<file path="src/rtl/io_host_bridge.sv">
//==============================================================================
// Module      : io_host_bridge
// Description : Host-to-CPU byte bridge.
//               - Input path: each accepted host byte is presented on
//                 Cpu_Data_input and followed by a timed Enter press/release
//                 sequence.
//               - Output path: every change on the CPU data output bus is
//                 captured into a small FIFO that the host drains.
//               Optional feature macro: IO_HOST_BRIDGE_OVERFLOW_EN adds a
//               sticky Overflow flag for captures lost to a full FIFO.
// Revision    : 1.0 - initial release
//==============================================================================
`default_nettype none

module io_host_bridge #(
    parameter int ENTER_CYCLES = 2,
    parameter int FIFO_DEPTH   = 4
) (
    input  logic       Clk,
    input  logic       Reset,
    input  logic       In_valid,
    input  logic [7:0] In_data,
    output logic       In_ready,
    output logic [7:0] Cpu_Data_input,
    output logic       Cpu_Enter,
    input  logic [7:0] Cpu_Data_output,
    input  logic       Cpu_Halt,
    output logic       Out_valid,
    output logic [7:0] Out_data,
    input  logic       Out_ready,
    output logic       Overflow,
    output logic       Halted
);

    localparam int               c_AW         = $clog2(FIFO_DEPTH);
    localparam logic [3:0]       c_ENTER_LAST = 4'(ENTER_CYCLES - 1);
    localparam logic [c_AW:0]    c_FULL       = (c_AW + 1)'(FIFO_DEPTH);
    localparam logic [c_AW:0]    c_CNT_ONE    = (c_AW + 1)'(1);
    localparam logic [c_AW-1:0]  c_PTR_ONE    = c_AW'(1);

    typedef enum logic [1:0] {
        S_IDLE    = 2'd0,
        S_PRESS   = 2'd1,
        S_RELEASE = 2'd2
    } state_t;

    state_t          r_state;
    state_t          w_state_next;
    logic [3:0]      r_enter_cnt;
    logic [7:0]      r_cpu_data;
    logic            r_halted;
    logic            w_accept;
    logic            w_in_ready;
    logic            w_enter;

    logic [7:0]      r_prev;
    logic [7:0]      r_mem [FIFO_DEPTH];
    logic [c_AW-1:0] r_wr_ptr;
    logic [c_AW-1:0] r_rd_ptr;
    logic [c_AW:0]   r_count;
    logic            w_push;
    logic            w_pop;
    logic            w_full;
    logic            w_wr;

    //--------------------------------------------------------------------------
    // Input path
    //--------------------------------------------------------------------------

    // FSM state register
    always_ff @(posedge Clk) begin
        if (Reset) begin
            r_state <= S_IDLE;
        end else begin
            r_state <= w_state_next;
        end
    end

    // Next-state and Moore outputs; In_ready is masked while Reset is held
    always_comb begin
        w_state_next = r_state;
        w_in_ready   = 1'b0;
        w_enter      = 1'b0;
        w_accept     = 1'b0;
        case (r_state)
            S_IDLE: begin
                w_in_ready = !r_halted && !Reset;
                w_accept   = In_valid && w_in_ready;
                if (w_accept) begin
                    w_state_next = S_PRESS;
                end
            end
            S_PRESS: begin
                w_enter = 1'b1;
                if (r_enter_cnt == c_ENTER_LAST) begin
                    w_state_next = S_RELEASE;
                end
            end
            S_RELEASE: begin
                w_state_next = S_IDLE;
            end
            default: begin
                w_state_next = S_IDLE;
            end
        endcase
    end

    // Press-length counter and latched CPU input byte
    always_ff @(posedge Clk) begin
        if (Reset) begin
            r_enter_cnt <= 4'd0;
            r_cpu_data  <= 8'h00;
        end else if (w_accept) begin
            r_enter_cnt <= 4'd0;
            r_cpu_data  <= In_data;
        end else if (r_state == S_PRESS) begin
            r_enter_cnt <= r_enter_cnt + 4'd1;
        end
    end

    // One-cycle registered copy of the CPU halt status
    always_ff @(posedge Clk) begin
        if (Reset) begin
            r_halted <= 1'b0;
        end else begin
            r_halted <= Cpu_Halt;
        end
    end

    assign In_ready       = w_in_ready;
    assign Cpu_Enter      = w_enter;
    assign Cpu_Data_input = r_cpu_data;
    assign Halted         = r_halted;

    //--------------------------------------------------------------------------
    // Output capture path
    //--------------------------------------------------------------------------

    assign w_push = (Cpu_Data_output != r_prev);
    assign w_full = (r_count == c_FULL);
    assign w_pop  = (r_count != '0) && Out_ready;
    // A full FIFO still accepts a write when the head leaves in the same cycle
    assign w_wr   = w_push && (!w_full || w_pop);

    // Previous-value register used for change detection
    always_ff @(posedge Clk) begin
        if (Reset) begin
            r_prev <= 8'h00;
        end else begin
            r_prev <= Cpu_Data_output;
        end
    end

    // FIFO storage; contents are don't-care while the count says empty
    always_ff @(posedge Clk) begin
        if (w_wr) begin
            r_mem[r_wr_ptr] <= Cpu_Data_output;
        end
    end

    // FIFO pointers and occupancy
    always_ff @(posedge Clk) begin
        if (Reset) begin
            r_wr_ptr <= '0;
            r_rd_ptr <= '0;
            r_count  <= '0;
        end else begin
            if (w_wr) begin
                r_wr_ptr <= r_wr_ptr + c_PTR_ONE;
            end
            if (w_pop) begin
                r_rd_ptr <= r_rd_ptr + c_PTR_ONE;
            end
            case ({w_wr, w_pop})
                2'b10:   r_count <= r_count + c_CNT_ONE;
                2'b01:   r_count <= r_count - c_CNT_ONE;
                default: r_count <= r_count;
            endcase
        end
    end

    assign Out_valid = (r_count != '0);
    assign Out_data  = Out_valid ? r_mem[r_rd_ptr] : 8'h00;

`ifdef IO_HOST_BRIDGE_OVERFLOW_EN
    logic w_drop;
    logic r_overflow;

    assign w_drop = w_push && w_full && !w_pop;

    // Sticky record of any capture lost to a full FIFO
    always_ff @(posedge Clk) begin
        if (Reset) begin
            r_overflow <= 1'b0;
        end else if (w_drop) begin
            r_overflow <= 1'b1;
        end
    end

    assign Overflow = r_overflow;
`else
    assign Overflow = 1'b0;
`endif

endmodule

`default_nettype wire

</file>
<file path="config.mk">
export PLATFORM = sky130hd
export DESIGN_NAME = io_host_bridge
export DESIGN_NICKNAME = d
export VERILOG_FILES = /design/src/rtl/io_host_bridge.sv
export SDC_FILE = /design/constraint.sdc
export NUM_CORES = 1
export LEC_CHECK = 0
export BUFFER_PORTS_ARGS = -buffer_cell sky130_fd_sc_hd__buf_2
export CELL_PAD_IN_SITES_DETAIL_PLACEMENT = 1
export CELL_PAD_IN_SITES_GLOBAL_PLACEMENT = 2
export CORE_ASPECT_RATIO = 0.7
export CORE_MARGIN = 10
export CORE_UTILIZATION = 28
export DETAILED_ROUTE_END_ITERATION = 8
export PLACE_DENSITY = 0.71
export SLEW_MARGIN = 30
export SYNTH_ARGS = -nofsm -noshare
export SYNTH_HDL_FRONTEND = slang
export SYNTH_SLANG_ARGS = --single-unit
</file>
<file path="constraint.sdc">
create_clock -name Clk -period 6.15 [get_ports Clk]
set_input_delay 1.23 -clock Clk [delete_from_list [all_inputs] [get_ports Clk]]
set_output_delay 1.23 -clock Clk [all_outputs]
set_load 0.1 [all_outputs]
</file>
==> impl_metrics.csv <==
group,metric,value,unit
outcome,status,"complete, no violations",
setup_path,cp_max_fo,32,
global_route,antenna_found_initial,0,
setup_path,critPathLaunchType,"input pin",
clocking,htreeDepth,3,
detailed_routing,drt_first_pass_iters,4,
clocking,root_buffer,"clkbuf_16",
floorplan,initial_core_util,0.290,
clocking,cts_setup_buffers,0,
cells_and_area,regArea,1600,sq um
floorplan,fp.dieW,136,um
global_route,grt_overflow,0,
synth,synth_area,2660,sq um
pwr,p_per_area,492,nW/um^2
floorplan,ios,42,
cells_and_area,synthToLayoutAreaGrowth,24.3,%
cells_and_area,fillerInstances,1021,
clocking,cts_hold_buf,0,
place,dp_slack,2.48,ns
synth,avgSynthCellArea,12.8,sq um
global_route,grt_usage,0.0912,
setup_path,slowest_stage,"buf_2",
pwr,p_total,0.00162,W
setup_path,cp_common_cell,"buf_2",
detailed_routing,wl,5730,um
timing,setup_violations,0,
clocking,cts_sinks,64,
setup_path,cp.required,4.92,ns
detailed_routing,postRouteAntennaNets,0,
detailed_routing,drc,0,
synth,synth_nets,235,
cells_and_area,final_common_cell,"buf_2",
detailed_routing,vias_per_cell,4.44,
floorplan,dieArea,13800,sq um
synth,synth_edf_count,32,
clocking,ctsResizeCount,0,
synth,synthFlopType,"edfxtp_1",
timing,period_minus_slack,3.66,ns
synth,synth_cells,207,
timing,fin_skew,0.00565,ns
clocking,clockBufferDepth,2,
global_route,first_global_vias,1812,
hold_path,min_path_cells,2,
place,routabilityCongestion,0.777,
global_route,grt_max_degree,33,
synth,ys_warn_count,0,
setup_path,path_delay_family,"buffers and inverters",
floorplan,design.core.area,9140,sq um
timing,fin_tns_setup,0,ns
setup_path,critPathMaxStageDelay,0.50,ns
synth,ys_types,38,
pwr,ir_drop,166,uV
timing,fin_crit_sh,0.595,
detailed_routing,vias,1678,
timing,slew_headroom,0.612,
clocking,cts_buffers,9,
global_route,grt_pass1_wl,9610,um
setup_path,reg2regPathDepth,8,
clocking,clock_latency,0.33,ns
cells_and_area,diodes,0,
setup_path,crit_type,"input pin to output port",
timing,worstMarginPinSlew,0.582,ns
setup_path,cp.depth,3,
clocking,cts_tree,"built",
timing,rsz0062_at_grt,"false",
pwr,leakagePower,1.31,nW
flow_run,maxCapViolCount,0,
synth,synth_seq_cells,64,
cells_and_area,multi_input_area,987,sq um
floorplan,core.rowCount,29,
timing,setup_slack,2.49,ns
floorplan,die_h,101,um
detailed_routing,drt_iter0_markers,131,
cells_and_area,drive_above_1_share,0.268,
synth,async_reset_ff_frac,0,
setup_path,cp_cell_sequence,"buf_2, nor4_1, buf_2",
timing,hold_viol_final,0,
place,portBuffers,40,
setup_path,crit_buf_inv,2,
clocking,clkTransAtPathRegs,0.05,ns
timing,fmax,0.273,GHz
synth,synth_seq_area_share,0.603,
timing,holdWs,0.472,ns
place,place_hpwl,4010,um
setup_path,arrival,2.43,ns
hold_path,holdCritPathClass,"flip-flop to flip-flop",
cells_and_area,final_nets,277,
timing,finalMaxSlewViolations,0,
detailed_routing,drt-wirelength-per-cell,15.1,um
cells_and_area,layout_common_cells,"buf_2 (40), dfxtp_1 (32), edfxtp_1 (32)",
setup_path,endpoint_kind,"output port",
==> worst reg2reg max path: stages (launching register included) <==
cell     delay [ns]
dfxtp_1        0.38
or3_1          0.57
nand2_1        0.26
nor2_1         0.09
fa_1           0.38
nor2_1         0.11
nand3_1        0.08
a21o_1         0.21
a21oi_1        0.13
==> synth_stat cells (all sizes together), types with 2 or more instances <==
library cell	instances	area [sq um]
nand2	23	88.8
nor3	3	15.0
a2111oi	2	17.5
clkbuf	6	22.5
mux4	8	180
nand3	3	15.0
xor2	12	105
inv	7	26.3
dfxtp	32	641
buf	3	17.5
nor2	11	41.3
edfxtp	32	961
nor4	3	48.8
nand3b	8	60.1
nor2b	9	56.3
a21oi	4	20.0
a41oi	2	17.5
a21o	2	15.0
nor3b	2	15.0
and2	13	81.3
nand4	2	12.5
ha	6	75.1
xnor2	2	17.5
==> through the flow <==
| stage | instances | util | cell area [sq um] |
|---|---|---|---|
| 2_1_floorplan | 207 | - | 2660 |
| 3_3_place_gp | 362 | 0.325 | 2970 |
| 3_5_place_dp | 362 | 0.325 | 2970 |
| 4_1_cts | 378 | 0.361 | 3300 |
| 5_1_grt | 378 | 0.361 | 3300 |
| 6_report | 378 | 0.361 | 3300 |
==> power breakdown <==
group	total, W	switching (W)	internal (W)
combinational	0.000520	0.000400	0.000120
sequential	0.000554	0.0000458	0.000509
clock	0.000550	0.000192	0.000358
total	0.00162	0.000638	0.000987
==> registers in the layout, indices dropped and copies added (netlist names), 2 cells and up, named ones only <==
name            count
Cpu_Data_input      8
r_prev              8
r_count             3
r_mem              32
r_rd_ptr            2
r_state             2
r_wr_ptr            2
r_enter_cnt         4
==> cell type report <==
cell class	count	area share
clock buffers	9	0.0683
clock inverters	7	0.0315
repair buffers	40	0.0607
inverters	7	0.00796
well taps	124	0.0470
multi-input cells	127	0.299
flip-flops and latches	64	0.485
==> cells by family after synthesis <==
logic type / after synthesis / share of synthesized area
xor+xnor: 14 / 0.0462
simple gates: 79 / 0.168
flops: 64 / 0.603
mux: 9 / 0.0716
buf+inv: 16 / 0.0250
compound gates: 17 / 0.0485
other cells: 1 / 0.00141
fa+ha+maj: 7 / 0.0358
==> routing by layer <==
metal,vias up,wire length (um),GRT usage
li1,815,-,-
met1,808,2760,0.110
met2,48,2380,0.131
met3,7,516,0.0554
met4,0,76,0.0343
met5,-,0,0
==> worst paths after layout <==
kind | start | to | slack [ns]
max | Reset | In_ready | 2.49
min | Cpu_Data_input[3]$_SDFFE_PP0P_ | Cpu_Data_input[3]$_SDFFE_PP0P_ | 0.47
max reg2reg | r_count[0]$_SDFFE_PP0P_ | r_count[2]$_SDFFE_PP0P_ | 3.87
min reg2reg | Cpu_Data_input[3]$_SDFFE_PP0P_ | Cpu_Data_input[3]$_SDFFE_PP0P_ | 0.47
(Power assumes the default switching activity.)
